==> src/rtl/xmem_param_pkg.sv <==
// rtl/xmem_param_pkg.sv - shared address-map parameters, table type and lookup response type
//
// Purpose: widths and sizes shared by the partition lookup block and its
// channel pipeline, plus the packed rangeStart table type and a helper that
// returns the exclusive end address of a partition.
package xmem_param_pkg;

  localparam int XMEM_AW            = 16;
  localparam int MAX_PARTITION      = 8;
  localparam int LOG2_MAX_PARTITION = 3;
  // Width able to hold 0..MAX_PARTITION (partition count and table index).
  localparam int PN_W               = LOG2_MAX_PARTITION + 1;

  typedef logic [MAX_PARTITION:0][XMEM_AW-1:0] range_tbl_t;

  typedef struct packed {
    logic [LOG2_MAX_PARTITION-1:0] partIdx;
    logic [XMEM_AW-1:0]            offset;
    logic                          miss;
  } part_rsp_t;

  // Partition p covers [tbl[p], tbl[p+1]); callers only pass p < MAX_PARTITION.
  function automatic logic [XMEM_AW-1:0] getRangeEnd(input range_tbl_t tbl,
                                                     input logic [PN_W-1:0] p);
    return tbl[p + PN_W'(1)];
  endfunction

endpackage

==> src/rtl/xmem_part_lookup_ch.sv <==
// rtl/xmem_part_lookup_ch.sv - one channel of the partition lookup pipeline
//
// Purpose: stage 1 registers the address and the per-partition "below end"
// compare vector; the response stage priority-encodes that vector and
// subtracts the partition base. PIPE_OUT=1 registers the response stage.
// Ports:
//   clk, rst      clock, asynchronous active-high reset
//   cfg_busy      a configuration write is pending; new requests are held off
//   range_start   shared rangeStart table (read only)
//   part_num      number of programmed partitions
//   req_valid/req_adr/req_ready   request handshake
//   rsp_valid/rsp_ready/rsp       response handshake and payload
//   empty         no lookup in flight in this channel
module xmem_part_lookup_ch
  import xmem_param_pkg::*;
#(
  parameter int PIPE_OUT = 1
) (
  input  logic               clk,
  input  logic               rst,
  input  logic               cfg_busy,
  input  range_tbl_t         range_start,
  input  logic [PN_W-1:0]    part_num,
  input  logic               req_valid,
  input  logic [XMEM_AW-1:0] req_adr,
  output logic               req_ready,
  output logic               rsp_valid,
  input  logic               rsp_ready,
  output part_rsp_t          rsp,
  output logic               empty
);

  logic                     s1_valid;
  logic [XMEM_AW-1:0]       s1_adr;
  logic [MAX_PARTITION-1:0] s1_hit;
  logic                     s1_below;
  logic [MAX_PARTITION-1:0] hit_next;
  logic                     s1_drain;
  logic                     s1_open;
  part_rsp_t                s1_rsp;

  // hit[p]: partition p is programmed and the address lies below its end.
  always_comb begin
    hit_next = '0;
    for (int p = 0; p < MAX_PARTITION; p++) begin
      hit_next[p] = (PN_W'(p) < part_num) &&
                    (req_adr < getRangeEnd(range_start, PN_W'(p)));
    end
  end

  assign s1_open   = !s1_valid || s1_drain;
  assign req_ready = !rst && !cfg_busy && s1_open;

  always_ff @(posedge clk or posedge rst) begin
    if (rst) begin
      s1_valid <= 1'b0;
      s1_adr   <= '0;
      s1_hit   <= '0;
      s1_below <= 1'b0;
    end else if (s1_open) begin
      s1_valid <= req_valid && req_ready;
      if (req_valid && req_ready) begin
        s1_adr   <= req_adr;
        s1_hit   <= hit_next;
        s1_below <= (req_adr < range_start[0]);
      end
    end
  end

  // The table cannot change while this stage is occupied (config waits for
  // all channels to empty), so reading the base here is consistent with
  // the compare captured in stage 1.
  always_comb begin
    s1_rsp = '0;
    if (s1_valid) begin
      if (s1_below || (s1_hit == '0)) begin
        s1_rsp.miss = 1'b1;
      end else begin
        // Descending scan so the lowest matching partition wins.
        for (int p = MAX_PARTITION - 1; p >= 0; p--) begin
          if (s1_hit[p]) begin
            s1_rsp.partIdx = LOG2_MAX_PARTITION'(p);
            s1_rsp.offset  = s1_adr - range_start[p];
          end
        end
      end
    end
  end

  if (PIPE_OUT != 0) begin : g_reg
    logic      r_valid;
    part_rsp_t r_rsp;

    assign s1_drain = !r_valid || rsp_ready;

    always_ff @(posedge clk or posedge rst) begin
      if (rst) begin
        r_valid <= 1'b0;
        r_rsp   <= '0;
      end else if (!r_valid || rsp_ready) begin
        r_valid <= s1_valid;
        r_rsp   <= s1_rsp;
      end
    end

    assign rsp_valid = r_valid;
    assign rsp       = r_rsp;
    assign empty     = !s1_valid && !r_valid;
  end else begin : g_comb
    assign s1_drain  = rsp_ready;
    assign rsp_valid = s1_valid;
    assign rsp       = s1_rsp;
    assign empty     = !s1_valid;
  end

endmodule

==> src/rtl/xmem_part_lookup.sv <==
// rtl/xmem_part_lookup.sv - multi-channel global-address to partition lookup
//
// Purpose: holds the rangeStart table and partition count, and runs NUM_CH
// independent lookup pipelines against the shared table. Config writes are
// accepted only once every channel has drained.
// Ports:
//   clk, rst                     clock, asynchronous active-high reset
//   cfg_we/cfg_num_we            write table entry / partition count
//   cfg_idx, cfg_data            entry index and value (count in low bits)
//   cfg_ready                    config write taken on this edge
//   req_valid/req_adr/req_ready  per-channel request handshake
//   rsp_valid/rsp_ready          per-channel response handshake
//   rsp_partIdx/rsp_offset/rsp_miss  per-channel lookup result
module xmem_part_lookup
  import xmem_param_pkg::*;
#(
  parameter int NUM_CH   = 2,
  parameter int PIPE_OUT = 1
) (
  input  logic                               clk,
  input  logic                               rst,
  input  logic                               cfg_we,
  input  logic                               cfg_num_we,
  input  logic [LOG2_MAX_PARTITION:0]        cfg_idx,
  input  logic [XMEM_AW-1:0]                 cfg_data,
  output logic                               cfg_ready,
  input  logic [NUM_CH-1:0]                  req_valid,
  input  logic [NUM_CH*XMEM_AW-1:0]          req_adr,
  output logic [NUM_CH-1:0]                  req_ready,
  output logic [NUM_CH-1:0]                  rsp_valid,
  input  logic [NUM_CH-1:0]                  rsp_ready,
  output logic [NUM_CH*LOG2_MAX_PARTITION-1:0] rsp_partIdx,
  output logic [NUM_CH*XMEM_AW-1:0]          rsp_offset,
  output logic [NUM_CH-1:0]                  rsp_miss
);

  range_tbl_t        range_start;
  logic [PN_W-1:0]   part_num;
  logic [PN_W-1:0]   num_sat;
  logic              cfg_busy;
  logic [NUM_CH-1:0] ch_empty;

  assign cfg_busy  = cfg_we | cfg_num_we;
  assign cfg_ready = !rst && cfg_busy && (&ch_empty);
  assign num_sat   = (cfg_data[PN_W-1:0] > PN_W'(MAX_PARTITION)) ?
                     PN_W'(MAX_PARTITION) : cfg_data[PN_W-1:0];

  always_ff @(posedge clk or posedge rst) begin
    if (rst) begin
      range_start <= '0;
      part_num    <= '0;
    end else if (cfg_ready) begin
      // Out-of-range indices complete the handshake but leave the table alone.
      if (cfg_we && (cfg_idx <= PN_W'(MAX_PARTITION))) begin
        range_start[cfg_idx] <= cfg_data;
      end
      if (cfg_num_we) begin
        part_num <= num_sat;
      end
    end
  end

  for (genvar c = 0; c < NUM_CH; c++) begin : g_ch
    part_rsp_t ch_rsp;

    xmem_part_lookup_ch #(
      .PIPE_OUT (PIPE_OUT)
    ) u_ch (
      .clk         (clk),
      .rst         (rst),
      .cfg_busy    (cfg_busy),
      .range_start (range_start),
      .part_num    (part_num),
      .req_valid   (req_valid[c]),
      .req_adr     (req_adr[c*XMEM_AW +: XMEM_AW]),
      .req_ready   (req_ready[c]),
      .rsp_valid   (rsp_valid[c]),
      .rsp_ready   (rsp_ready[c]),
      .rsp         (ch_rsp),
      .empty       (ch_empty[c])
    );

    assign rsp_partIdx[c*LOG2_MAX_PARTITION +: LOG2_MAX_PARTITION] = ch_rsp.partIdx;
    assign rsp_offset[c*XMEM_AW +: XMEM_AW] = ch_rsp.offset;
    assign rsp_miss[c] = ch_rsp.miss;
  end

endmodule

==> config.mk <==
export PLATFORM = sky130hd
export DESIGN_NAME = xmem_part_lookup
export DESIGN_NICKNAME = d
export VERILOG_FILES = /design/src/rtl/xmem_param_pkg.sv /design/src/rtl/xmem_part_lookup_ch.sv /design/src/rtl/xmem_part_lookup.sv
export SDC_FILE = /design/constraint.sdc
export NUM_CORES = 1
export LEC_CHECK = 0
export CORE_MARGIN = 3
export CORE_UTILIZATION = 45
export CTS_CLUSTER_DIAMETER = 80
export CTS_CLUSTER_SIZE = 16
export DETAILED_ROUTE_END_ITERATION = 7
export DONT_BUFFER_PORTS = 1
export PLACE_DENSITY = 0.66
export SLEW_MARGIN = 0
export SYNTH_ARGS = -nofsm -noshare
export SYNTH_HDL_FRONTEND = slang
export SYNTH_HIERARCHICAL = 1
export SYNTH_SLANG_ARGS = --single-unit
==> constraint.sdc <==
create_clock -name clk -period 5.85 [get_ports clk]
set_input_delay 0.8775 -clock clk [delete_from_list [all_inputs] [get_ports clk]]
set_output_delay 0.8775 -clock clk [all_outputs]
set_load 0.005 [all_outputs]
==> flow_summary.yaml <==
synthesis:
  seq_area_frac_synth_pct: 21.3
  synthTopCellsByCount: "ha_1, inv_1, a21oi_1"
  async_flop_share_pct: 100
  yosys_warnings: 6
  synth.area.top_cells: "ha_1, dfrtp_1, mux2_2"
  ys_types: 107
  yosysMostFrequentCell: "ha_1"
  synth_edf_count: 0
  syn-num-nets: 3814
  yosysTopAreaCellShare_pct: 22.5
  synthCells: 3226
  syn_area_sq_um: 28500
  synth_area_per_cell_sq_um: 8.82
  ys_ff_latch: 242
  yosysTopAreaCell: "ha_1"
  yosys_most_used_dff: "dfrtp_1"
floorplan:
  initial_core_util_pct: 45.8
  die_w_um: 258
  die-area_sq_um: 66300
  die_y_um: 258
  io_pins: 105
  core_area_sq_um: 62200
  rows: 91
timing:
  drv_slew: 0
  final-hold-violation-count: 0
  rsz0062_at_grt: "no"
  period_minus_slack_ns: 3.93
  fin_crit_sh_pct: 67.3
  final.setup.tns_ns: 0
  hold_slack_ns: 0.254
  relSlewSlack_pct: 21.7
  tightest_slew_ns: 1.14
  finClkSkew_ns: 0.0188
  fmax_mhz: 254
  setup_viol: 0
layout:
  area_delta_synth_final_pct: 5.84
  n_fill_cell: 6038
  antenna_cells: 0
  drive_gt1_share_pct: 8.87
  nets: 3788
clock_tree:
  cts_resized: 0
  clkSlewWorstSetupHoldPaths_ns: 0.08
  clock_latency_ns: 0.59
  clk_path_buf_depth: 3
  cts_tree: "built"
  clkSinkCount: 242
  hold_buffers: 0
  h-tree-depth: 1
  cts-root-buf: "clkbuf_16"
  cts_buffers: 25
  cts_setup_buffers: 0
detailed_routing:
  vias: 25400
  wire_per_inst_um: 25.0
  drt_iter0_drc: 2266
  finalWirelength_um: 101000
  vias_per_cell: 6.26
  final_antenna_net_count: 0
  drc: 0
  first_pass_iters: 6
placed_design:
  dp_hpwl_um: 82100
  io_buffers: 0
  gp_congestion: 0.972
worst_hold_path:
  hold_path_class: "in -> async"
setup_path:
  path_max_fanout: 16
  critPathArrivalTime_ns: 4.45
  cp-end-kind: "flip-flop"
  crit_required_ns: 6.36
  worst_setup_path_start_kind: "flip-flop"
  critPathKind: "reg -> reg"
power_and_ir_drop:
  sequentialPowerShare_pct: 21.3
  power_density_nw_per_um2: 387
  sw_frac_of_total_pct: 49.3
  p_leak_uw: 0.0134
  p_sw_uw: 5740
  internal-power_uw: 5910
  clkPwrFrac_pct: 14.7
  pwr-share-comb_pct: 64.0
  irDropWorstVdd_v: 0.000307
global_route:
  grt_antenna_before_repair: 0
  first_global_vias: 24600
  grt_max_degree: 77
  grt_remaining_overflow: 0
  track_usage_pct: 29.7
  grt_pass1_wl_um: 151000
flow_run:
  drv_cap: 0
outcome:
  outcome: "finished, final reports clean"
[cell usage in the layout (no fill, tap or decap), types with 62 or more instances in the layout]
master,Yosys,layout
ha_1,512,512
inv_1,333,330
a21oi_1,244,244
dfrtp_1,242,242
mux2_2,168,168
nor2_1,159,159
nand2_1,147,147
o21ai_0,147,147
xnor2_1,118,118
a21o_1,106,106
nor2b_1,75,73
xor2_1,71,71
nand2b_1,67,67
a211oi_1,62,62
[critical path, cell delays in order (launching register included)]
cell,delay (ns)
dfrtp_1,0.83
ha_1,0.36
nor2b_1,0.15
o31a_1,0.27
o311ai_1,0.49
nand3_1,0.24
xnor2_1,0.18
o221a_2,0.28
a2111oi_0,0.77
nor4b_1,0.13
a21oi_1,0.15
[power groups by stage]
| stage | logic [uW] | registers [uW] | clock network (uW) |
|---|---|---|---|
| 2_1_floorplan | 5560 | 2230 | 0 |
| 3_3_place_gp | 7200 | 2460 | 0 |
| 3_5_place_dp | 7260 | 2490 | 0 |
| 4_1_cts | 7310 | 2450 | 1740 |
| 5_1_grt | 8190 | 2510 | 1780 |
| 6_report | 7460 | 2480 | 1710 |
[state kept, by name (all words and copies together), names as in the netlist]
signal and count:
range_start 144, g_ch.u_ch/rsp 40, g_ch.u_ch/s1_adr 32, g_ch.u_ch/s1_hit 16, part_num 4, g_ch.u_ch/rsp_valid 2
g_ch.u_ch/s1_below 2, g_ch.u_ch/s1_valid 2
[final timing paths]
kind | depth (start not counted) | slack, ns | end | startpoint
min in group clk | 1 | 0.43 | range_start[38] | cfg_data[6]
max | 10 | 1.92 | g_ch[1].u_ch/rsp[14] | g_ch[1].u_ch/s1_adr[1]
max reg2reg | 10 | 1.92 | g_ch[1].u_ch/rsp[14] | g_ch[1].u_ch/s1_adr[1]
max in group asynchronous | 2 | 4.15 | range_start[1] | rst
min reg2reg | 1 | 0.51 | g_ch[1].u_ch/s1_adr[0] | g_ch[1].u_ch/s1_adr[0]
min | 1 | 0.25 | range_start[141] | rst
[layout make-up]
cell class	count	area [sq um]	area share [%]
inverters	336	1270	4.20
clock inverters	13	168	0.557
flip-flops and latches	242	6060	20.1
clock buffers	28	657	2.18
multi-input cells	2574	20800	69.0
repair buffers	21	158	0.523
well taps	837	1050	3.48
[cells by family (layout without fill, tap and decap cells)]
group / Yosys count / after routing / synth area share [%]
fa+ha+maj: 528 / 528 / 23.6
mux: 187 / 187 / 7.49
flops: 242 / 242 / 21.3
simple gates: 677 / 677 / 12.5
buf+inv: 410 / 398 / 5.76
xor+xnor: 189 / 189 / 5.82
compound gates: 993 / 993 / 23.6
[stage by stage]
| stage | setup WS [ns] | cells | total power [uW] | cell area (sq um) | util, % |
|---|---|---|---|---|---|
| after CTS | 1.96 | 4051 | 11500 | 30100 | 48.5 |
| final | 1.92 | 4051 | 11600 | 30100 | 48.5 |
| after global placement | 2.00 | 4010 | 9670 | 29300 | 47.1 |
| after floorplan | 0.432 | 3226 | 7790 | 28500 | - |
| after global routing | 1.75 | 4051 | 12500 | 30100 | 48.5 |
| after detailed placement | 1.97 | 4010 | 9740 | 29300 | 47.1 |
[routing by layer]
layer	up-vias	share of wire, %	GRT usage, %
li1	11900	-	-
met1	12300	44	40.6
met2	997	45	47.9
met3	169	8.4	5.50
met4	0	3.1	8.19
met5	-	0	0
Note: power is estimated with default switching activity, not from simulation.
